$ cat src/rtl/mem_port_arbiter_pkg.sv
// mem_port_arbiter shared types.
// Owner/state encodings and byte-enable constants.
package mem_port_arbiter_pkg;

    typedef enum logic [1:0] {
        OWN_NONE = 2'd0,
        OWN_IF   = 2'd1,
        OWN_D    = 2'd2
    } owner_t;

    typedef enum logic [1:0] {
        ARB_IDLE = 2'd0,
        ARB_REQ  = 2'd1,
        ARB_WAIT = 2'd2
    } arb_state_t;

    localparam int CNT_W  = 4;
    localparam int BE_MAX = 16;
    localparam logic [BE_MAX-1:0] BE_ALL = '1;

endpackage

$ cat src/rtl/mem_port_arbiter_if.sv
// Fetch, data and memory bus bundle.
// slave = arbiter view, master = surrounding pipeline/memory view.
interface mem_port_arbiter_if #(
    parameter int DATA_WIDTH = 32,
    parameter int ADDR_WIDTH = 32
);
    logic                    if_req;
    logic [ADDR_WIDTH-1:0]   if_addr;
    logic                    if_flush;
    logic                    if_ready;
    logic [DATA_WIDTH-1:0]   if_rdata;

    logic                    d_req;
    logic                    d_we;
    logic [ADDR_WIDTH-1:0]   d_addr;
    logic [DATA_WIDTH-1:0]   d_wdata;
    logic [DATA_WIDTH/8-1:0] d_be;
    logic                    d_ready;
    logic [DATA_WIDTH-1:0]   d_rdata;

    logic                    m_req;
    logic                    m_we;
    logic [ADDR_WIDTH-1:0]   m_addr;
    logic [DATA_WIDTH-1:0]   m_wdata;
    logic [DATA_WIDTH/8-1:0] m_be;
    logic                    m_gnt;
    logic                    m_rvalid;
    logic [DATA_WIDTH-1:0]   m_rdata;

    modport slave (
        input  if_req, if_addr, if_flush,
        input  d_req, d_we, d_addr, d_wdata, d_be,
        input  m_gnt, m_rvalid, m_rdata,
        output if_ready, if_rdata,
        output d_ready, d_rdata,
        output m_req, m_we, m_addr, m_wdata, m_be
    );

    modport master (
        output if_req, if_addr, if_flush,
        output d_req, d_we, d_addr, d_wdata, d_be,
        output m_gnt, m_rvalid, m_rdata,
        input  if_ready, if_rdata,
        input  d_ready, d_rdata,
        input  m_req, m_we, m_addr, m_wdata, m_be
    );

endinterface

$ cat src/rtl/mem_port_arbiter_arb_priority.sv
// Winner pick between fetch and data.
// Data normally wins; a starved fetch overrides it.
module arb_priority
    import mem_port_arbiter_pkg::*;
#(
    parameter int STARVE_LIMIT = 4
) (
    input  logic             if_req,
    input  logic             d_req,
    input  logic [CNT_W-1:0] starve_cnt,
    output owner_t           pick
);

    logic starved;
    logic fetch_win;
    logic data_win;

    assign starved   = (starve_cnt == CNT_W'(STARVE_LIMIT));
    assign fetch_win = if_req && (starved || !d_req);
    assign data_win  = d_req && !fetch_win;

    // one-hot decode of the winner
    always_comb begin
        pick = OWN_NONE;
        unique case (1'b1)
            fetch_win: pick = OWN_IF;
            data_win:  pick = OWN_D;
            default:   pick = OWN_NONE;
        endcase
    end

endmodule

$ cat src/rtl/mem_port_arbiter.sv
// Single-port memory arbiter for fetch and load/store.
// One transaction outstanding; responses routed to owner.
module mem_port_arbiter
    import mem_port_arbiter_pkg::*;
#(
    parameter int DATA_WIDTH   = 32,
    parameter int ADDR_WIDTH   = 32,
    parameter int STARVE_LIMIT = 4
) (
    input logic               clk,
    input logic               rst,
    mem_port_arbiter_if.slave bus
);

    localparam int BW = DATA_WIDTH / 8;

    arb_state_t            state_q, state_d;
    owner_t                owner_q, owner_d;
    owner_t                pick;
    logic                  kill_q, kill_d;
    logic [CNT_W-1:0]      cnt_q, cnt_d;
    logic                  we_q, we_d;
    logic [ADDR_WIDTH-1:0] addr_q, addr_d;
    logic [DATA_WIDTH-1:0] wdata_q, wdata_d;
    logic [BW-1:0]         be_q, be_d;
    logic                  fetch_pend;
    logic                  if_flush_hit;

    assign fetch_pend   = bus.if_req && !bus.if_flush;
    assign if_flush_hit = (owner_q == OWN_IF) && bus.if_flush;

    arb_priority #(
        .STARVE_LIMIT (STARVE_LIMIT)
    ) u_prio (
        .if_req     (fetch_pend),
        .d_req      (bus.d_req),
        .starve_cnt (cnt_q),
        .pick       (pick)
    );

    assign bus.m_we    = we_q;
    assign bus.m_addr  = addr_q;
    assign bus.m_wdata = wdata_q;
    assign bus.m_be    = be_q;

    // state, owner and latched request fields
    always_ff @(posedge clk or negedge rst) begin
        if (!rst) begin
            state_q <= ARB_IDLE;
            owner_q <= OWN_NONE;
            kill_q  <= 1'b0;
            cnt_q   <= '0;
            we_q    <= 1'b0;
            addr_q  <= '0;
            wdata_q <= '0;
            be_q    <= '0;
        end else begin
            state_q <= state_d;
            owner_q <= owner_d;
            kill_q  <= kill_d;
            cnt_q   <= cnt_d;
            we_q    <= we_d;
            addr_q  <= addr_d;
            wdata_q <= wdata_d;
            be_q    <= be_d;
        end
    end

    // next state, grant latching and response routing
    always_comb begin
        state_d      = state_q;
        owner_d      = owner_q;
        kill_d       = kill_q;
        cnt_d        = cnt_q;
        we_d         = we_q;
        addr_d       = addr_q;
        wdata_d      = wdata_q;
        be_d         = be_q;
        bus.m_req    = 1'b0;
        bus.if_ready = 1'b0;
        bus.if_rdata = '0;
        bus.d_ready  = 1'b0;
        bus.d_rdata  = '0;
        unique case (state_q)
            ARB_IDLE: begin
                owner_d = OWN_NONE;
                kill_d  = 1'b0;
                if (!fetch_pend) cnt_d = '0;
                unique case (pick)
                    OWN_IF: begin
                        we_d    = 1'b0;
                        addr_d  = bus.if_addr;
                        wdata_d = '0;
                        be_d    = BE_ALL[BW-1:0];
                        owner_d = OWN_IF;
                        cnt_d   = '0;
                        state_d = ARB_REQ;
                    end
                    OWN_D: begin
                        we_d    = bus.d_we;
                        addr_d  = bus.d_addr;
                        wdata_d = bus.d_wdata;
                        be_d    = bus.d_be;
                        owner_d = OWN_D;
                        if (fetch_pend && cnt_q != CNT_W'(STARVE_LIMIT))
                            cnt_d = cnt_q + CNT_W'(1);
                        state_d = ARB_REQ;
                    end
                    default: ;
                endcase
            end
            ARB_REQ: begin
                bus.m_req = 1'b1;
                if (if_flush_hit) kill_d = 1'b1;
                if (bus.m_gnt) state_d = ARB_WAIT;
            end
            ARB_WAIT: begin
                if (if_flush_hit) kill_d = 1'b1;
                if (bus.m_rvalid) begin
                    state_d = ARB_IDLE;
                    owner_d = OWN_NONE;
                    kill_d  = 1'b0;
                    if (owner_q == OWN_D) begin
                        bus.d_ready = 1'b1;
                        bus.d_rdata = bus.m_rdata;
                    end else if (owner_q == OWN_IF && !kill_q && !bus.if_flush) begin
                        bus.if_ready = 1'b1;
                        bus.if_rdata = bus.m_rdata;
                    end
                end
            end
            default: state_d = ARB_IDLE;
        endcase
    end

endmodule

$ cat src/flat_wrapper.sv
// flat-port wrapper written by rule: the top's interface ports become plain ports
module mem_port_arbiter_flat import mem_port_arbiter_pkg::*;
#(
    parameter int DATA_WIDTH   = 32,
    parameter int ADDR_WIDTH   = 32,
    parameter int STARVE_LIMIT = 4
)
  (clk, rst, bus_if_req, bus_if_addr, bus_if_flush, bus_d_req, bus_d_we, bus_d_addr, bus_d_wdata, bus_d_be, bus_m_gnt, bus_m_rvalid, bus_m_rdata, bus_if_ready, bus_if_rdata, bus_d_ready, bus_d_rdata, bus_m_req, bus_m_we, bus_m_addr, bus_m_wdata, bus_m_be);
  mem_port_arbiter_if #(.DATA_WIDTH(DATA_WIDTH), .ADDR_WIDTH(ADDR_WIDTH)) bus_i ();
  input logic clk;
  input logic rst;
  input wire logic [$bits(bus_i.if_req)-1:0] bus_if_req;
  input wire logic [$bits(bus_i.if_addr)-1:0] bus_if_addr;
  input wire logic [$bits(bus_i.if_flush)-1:0] bus_if_flush;
  input wire logic [$bits(bus_i.d_req)-1:0] bus_d_req;
  input wire logic [$bits(bus_i.d_we)-1:0] bus_d_we;
  input wire logic [$bits(bus_i.d_addr)-1:0] bus_d_addr;
  input wire logic [$bits(bus_i.d_wdata)-1:0] bus_d_wdata;
  input wire logic [$bits(bus_i.d_be)-1:0] bus_d_be;
  input wire logic [$bits(bus_i.m_gnt)-1:0] bus_m_gnt;
  input wire logic [$bits(bus_i.m_rvalid)-1:0] bus_m_rvalid;
  input wire logic [$bits(bus_i.m_rdata)-1:0] bus_m_rdata;
  output wire logic [$bits(bus_i.if_ready)-1:0] bus_if_ready;
  output wire logic [$bits(bus_i.if_rdata)-1:0] bus_if_rdata;
  output wire logic [$bits(bus_i.d_ready)-1:0] bus_d_ready;
  output wire logic [$bits(bus_i.d_rdata)-1:0] bus_d_rdata;
  output wire logic [$bits(bus_i.m_req)-1:0] bus_m_req;
  output wire logic [$bits(bus_i.m_we)-1:0] bus_m_we;
  output wire logic [$bits(bus_i.m_addr)-1:0] bus_m_addr;
  output wire logic [$bits(bus_i.m_wdata)-1:0] bus_m_wdata;
  output wire logic [$bits(bus_i.m_be)-1:0] bus_m_be;
  assign bus_i.if_req = bus_if_req;
  assign bus_i.if_addr = bus_if_addr;
  assign bus_i.if_flush = bus_if_flush;
  assign bus_i.d_req = bus_d_req;
  assign bus_i.d_we = bus_d_we;
  assign bus_i.d_addr = bus_d_addr;
  assign bus_i.d_wdata = bus_d_wdata;
  assign bus_i.d_be = bus_d_be;
  assign bus_i.m_gnt = bus_m_gnt;
  assign bus_i.m_rvalid = bus_m_rvalid;
  assign bus_i.m_rdata = bus_m_rdata;
  assign bus_if_ready = bus_i.if_ready;
  assign bus_if_rdata = bus_i.if_rdata;
  assign bus_d_ready = bus_i.d_ready;
  assign bus_d_rdata = bus_i.d_rdata;
  assign bus_m_req = bus_i.m_req;
  assign bus_m_we = bus_i.m_we;
  assign bus_m_addr = bus_i.m_addr;
  assign bus_m_wdata = bus_i.m_wdata;
  assign bus_m_be = bus_i.m_be;
  mem_port_arbiter #(.DATA_WIDTH(DATA_WIDTH), .ADDR_WIDTH(ADDR_WIDTH), .STARVE_LIMIT(STARVE_LIMIT)) u_core (.clk(clk), .rst(rst), .bus(bus_i));
endmodule
$ cat config.mk
export PLATFORM = sky130hd
export DESIGN_NAME = mem_port_arbiter_flat
export DESIGN_NICKNAME = d
export VERILOG_FILES = /design/src/rtl/mem_port_arbiter_pkg.sv /design/src/rtl/mem_port_arbiter_if.sv /design/src/rtl/mem_port_arbiter_arb_priority.sv /design/src/rtl/mem_port_arbiter.sv /design/src/flat_wrapper.sv
export SDC_FILE = /design/constraint.sdc
export NUM_CORES = 1
export LEC_CHECK = 0
export BUFFER_PORTS_ARGS = -buffer_cell sky130_fd_sc_hd__buf_4
export CAP_MARGIN = 10
export CORE_AREA = 2 2 108 110
export DETAILED_ROUTE_END_ITERATION = 12
export DIE_AREA = 0 0 110 112
export PLACE_DENSITY = 0.9
export SYNTH_ARGS = -nofsm -noshare
export SYNTH_HDL_FRONTEND = slang
export SYNTH_SLANG_ARGS = --single-unit
$ cat constraint.sdc
create_clock -name clk -period 2.5 [get_ports clk]
set_clock_uncertainty 0.1 [all_clocks]
set_input_delay 0.5 -clock clk [delete_from_list [all_inputs] [get_ports clk]]
set_output_delay 0.5 -clock clk [all_outputs]
set_load 0.01 [all_outputs]
==> impl_metrics.yaml <==
clock_network:
  clk_pin_slew_ps: 60
  clk_latency_ps: 320
  cts_buffer_depth: 2
  numCtsBuffers: 9
  clock_sinks: 78
  cts_tree: "yes"
  root_buffer: "clkbuf_16"
  htreeDepth: 3
  postCtsHoldBufs: 0
setup_path:
  path_cells: "inv_2 -> ha_4 -> nand2_4 -> nor4_4 -> buf_4 -> buf_6 -> and2_1 -> buf_4"
  criticalPathCategory: "reg -> out"
  crit_path_start_kind: "flip-flop"
  path_delay_family: "buffers and inverters"
  slowest_stage: "dfrtp_1"
  critPathRequiredTime_ps: 1900
  arrival_ps: 1760
  path_common_cell: "buf_4"
  crit_path_max_incr_delay_ps: 390
  cp_num_buf_inv: 4
  path_max_fanout: 9
  end_kind: "output pin"
finish:
  post-route-util: 0.677
  final_cell_mix: "buf_4, dfrtp_1, nand2_1"
  fin_area_mm2: 0.00756
  areaGrowthSynthToFinish_pct: 53.0
  antenna_cells: 0
  final_common_cell: "buf_4"
  drive_above_1_share: 0.452
  nNetsFinal: 957
die:
  io_pins: 276
  core_area_mm2: 0.0112
  die_h_um: 112
  die-area_mm2: 0.0123
  start_util: 0.442
  die_w_um: 110
  row_count: 39
global_route:
  first_global_vias: 4704
  grt_pass1_wl_um: 23300
  track_usage: 0.237
  grt_antenna_before_repair: 0
  grt_max_degree: 75
  grt_overflow: 0
synth:
  synth_edf_count: 0
  yosys_warnings: 0
  netlist_instances: 554
  synth_nets: 700
  synth.distinct_cells: 37
  async_reset_ff_frac: 1.00
  synth_flop_cell: "dfrtp_1"
  syn_area_per_cell_um2: 8.92
  ys_seq_area_frac: 0.395
  syn-cell-area_mm2: 0.00494
  ys_seq_elements: 78
run:
  maxCapViolations: 0
place:
  gp_congestion: 0.886
  dpl-instance-area_mm2: 0.00712
  port_buffers: 275
  hpwl_um: 11000
  post-place-ws_ps: 282
route:
  finalWirelength_um: 15200
  post-route-drc-count: 0
  detail-route-antenna-nets: 0
  wire_per_inst_um: 15.8
  first_pass_iters: 5
  vias_per_cell: 5.21
  drtIter0Drc: 368
  vias: 5001
power:
  p_leak_nw: 3.55
  ir_drop_mv: 0.584
  power_per_cell_area_mw_per_mm2: 954
  p_total_mw: 7.21
timing:
  hold_viol: 0
  rsz0062_at_grt: "no"
  worstMarginPinSlew_ps: 497
  period_minus_slack_ps: 2360
  period_share: 0.945
  maxSlewHeadroom: 0.668
  max_freq_ghz: 0.423
  layout_setup_ws_ps: 137
  setup_viol: 0
  final.setup.tns_ps: 0
  slew_viol_final: 0
status:
  run_status: "complete, no violations"
min_path:
  hold_path_class: "in -> async"
[cells in the mapped netlist, types with 2 or more instances]
cell / instances / area share
inv_1: 8 / 0.0061
o22ai_1: 36 / 0.046
nor2b_1: 33 / 0.042
nand3_1: 3 / 0.0030
and2_1: 64 / 0.081
nand3b_1: 2 / 0.0030
a21oi_1: 33 / 0.033
clkbuf_2: 2 / 0.0020
a211oi_1: 12 / 0.018
nor3b_1: 2 / 0.0030
clkbuf_1: 10 / 0.0076
nand2_1: 75 / 0.057
buf_4: 2 / 0.0030
ha_1: 6 / 0.015
buf_2: 31 / 0.031
a31oi_1: 2 / 0.0025
nand2b_1: 2 / 0.0025
nor2_1: 37 / 0.028
o21a_1: 2 / 0.0030
o21ai_0: 13 / 0.013
a211oi_2: 20 / 0.051
o21ai_1: 31 / 0.031
buf_6: 7 / 0.016
nor4b_2: 20 / 0.061
dfrtp_1: 78 / 0.39
nor4b_1: 12 / 0.021
[per-stage QoR]
step | hold WS (ps) | instances
finish | 32.1 | 959
global placement | 364 | 936
global route | 49.9 | 959
CTS | 36.3 | 959
floorplan | 104 | 554
detailed placement | 372 | 936
[sequential cells by signal (all words and copies together), names as in the netlist]
signal	count
u_core.bus.m_be	4
u_core.cnt_q	4
u_core.state_q	2
u_core.bus.m_wdata	32
u_core.bus.m_addr	32
u_core.kill_q	1
u_core.owner_q	2
u_core.bus.m_we	1
[logic make-up (layout without fill, tap and decap cells)]
group,after synthesis,after routing,share of synthesized area
compound gates,154,154,0.209
fa+ha+maj,6,6,0.0152
buf+inv,61,323,0.0668
flops,78,78,0.395
mux,1,1,0.00203
simple gates,254,254,0.312
[power by group]
| group | switching (mW) | internal (mW) |
|---|---|---|
| registers | 0.382 | 1.80 |
| clock network | 0.504 | 1.00 |
| logic | 1.74 | 1.79 |
| total | 2.63 | 4.58 |
[cell type report]
| cell class | instances | area (µm²) |
|---|---|---|
| well taps | 143 | 179 |
| multi-input cells | 415 | 2720 |
| repair buffers | 298 | 2330 |
| fillers | 891 | 3610 |
| clock buffers | 10 | 239 |
| flip-flops and latches | 78 | 1950 |
| clock inverters | 6 | 109 |
| inverters | 9 | 33.8 |
[layer usage]
| metal | global-route usage | part of all wire | up-vias |
|---|---|---|---|
| met5 | 0 | 0 | - |
| met4 | 0.0675 | 0.013 | 0 |
| met3 | 0.0703 | 0.090 | 22 |
| met2 | 0.390 | 0.49 | 187 |
| met1 | 0.301 | 0.41 | 2335 |
| li1 | - | - | 2457 |
[worst paths after layout]
path,depth (start not counted),slack [ps],startpoint,end
setup / recovery,8,140,u_core.state_q[0]$_DFFE_PN0P_,bus_if_rdata[11]
hold / removal,1,30,rst,u_core.bus.m_we$_DFFE_PN0P_
setup reg to reg,7,520,u_core.cnt_q[0]$_DFFE_PN0P_,u_core.bus.m_addr[2]$_DFFE_PN0P_
hold reg to reg,2,380,u_core.bus.m_be[0]$_DFFE_PN0P_,u_core.bus.m_be[0]$_DFFE_PN0P_
max in group asynchronous,2,1640,rst,u_core.cnt_q[0]$_DFFE_PN0P_
min in group clk,3,310,bus_d_wdata[16],u_core.bus.m_wdata[16]$_DFFE_PN0P_
[repair_timing]
item,in CTS,in global routing
setup buffers,4,0
pin swaps,1,1
endpoints found under the setup margin,64,32
gates resized for setup,13,2
cloned,3,0
Note: power is estimated with default switching activity, not from simulation.
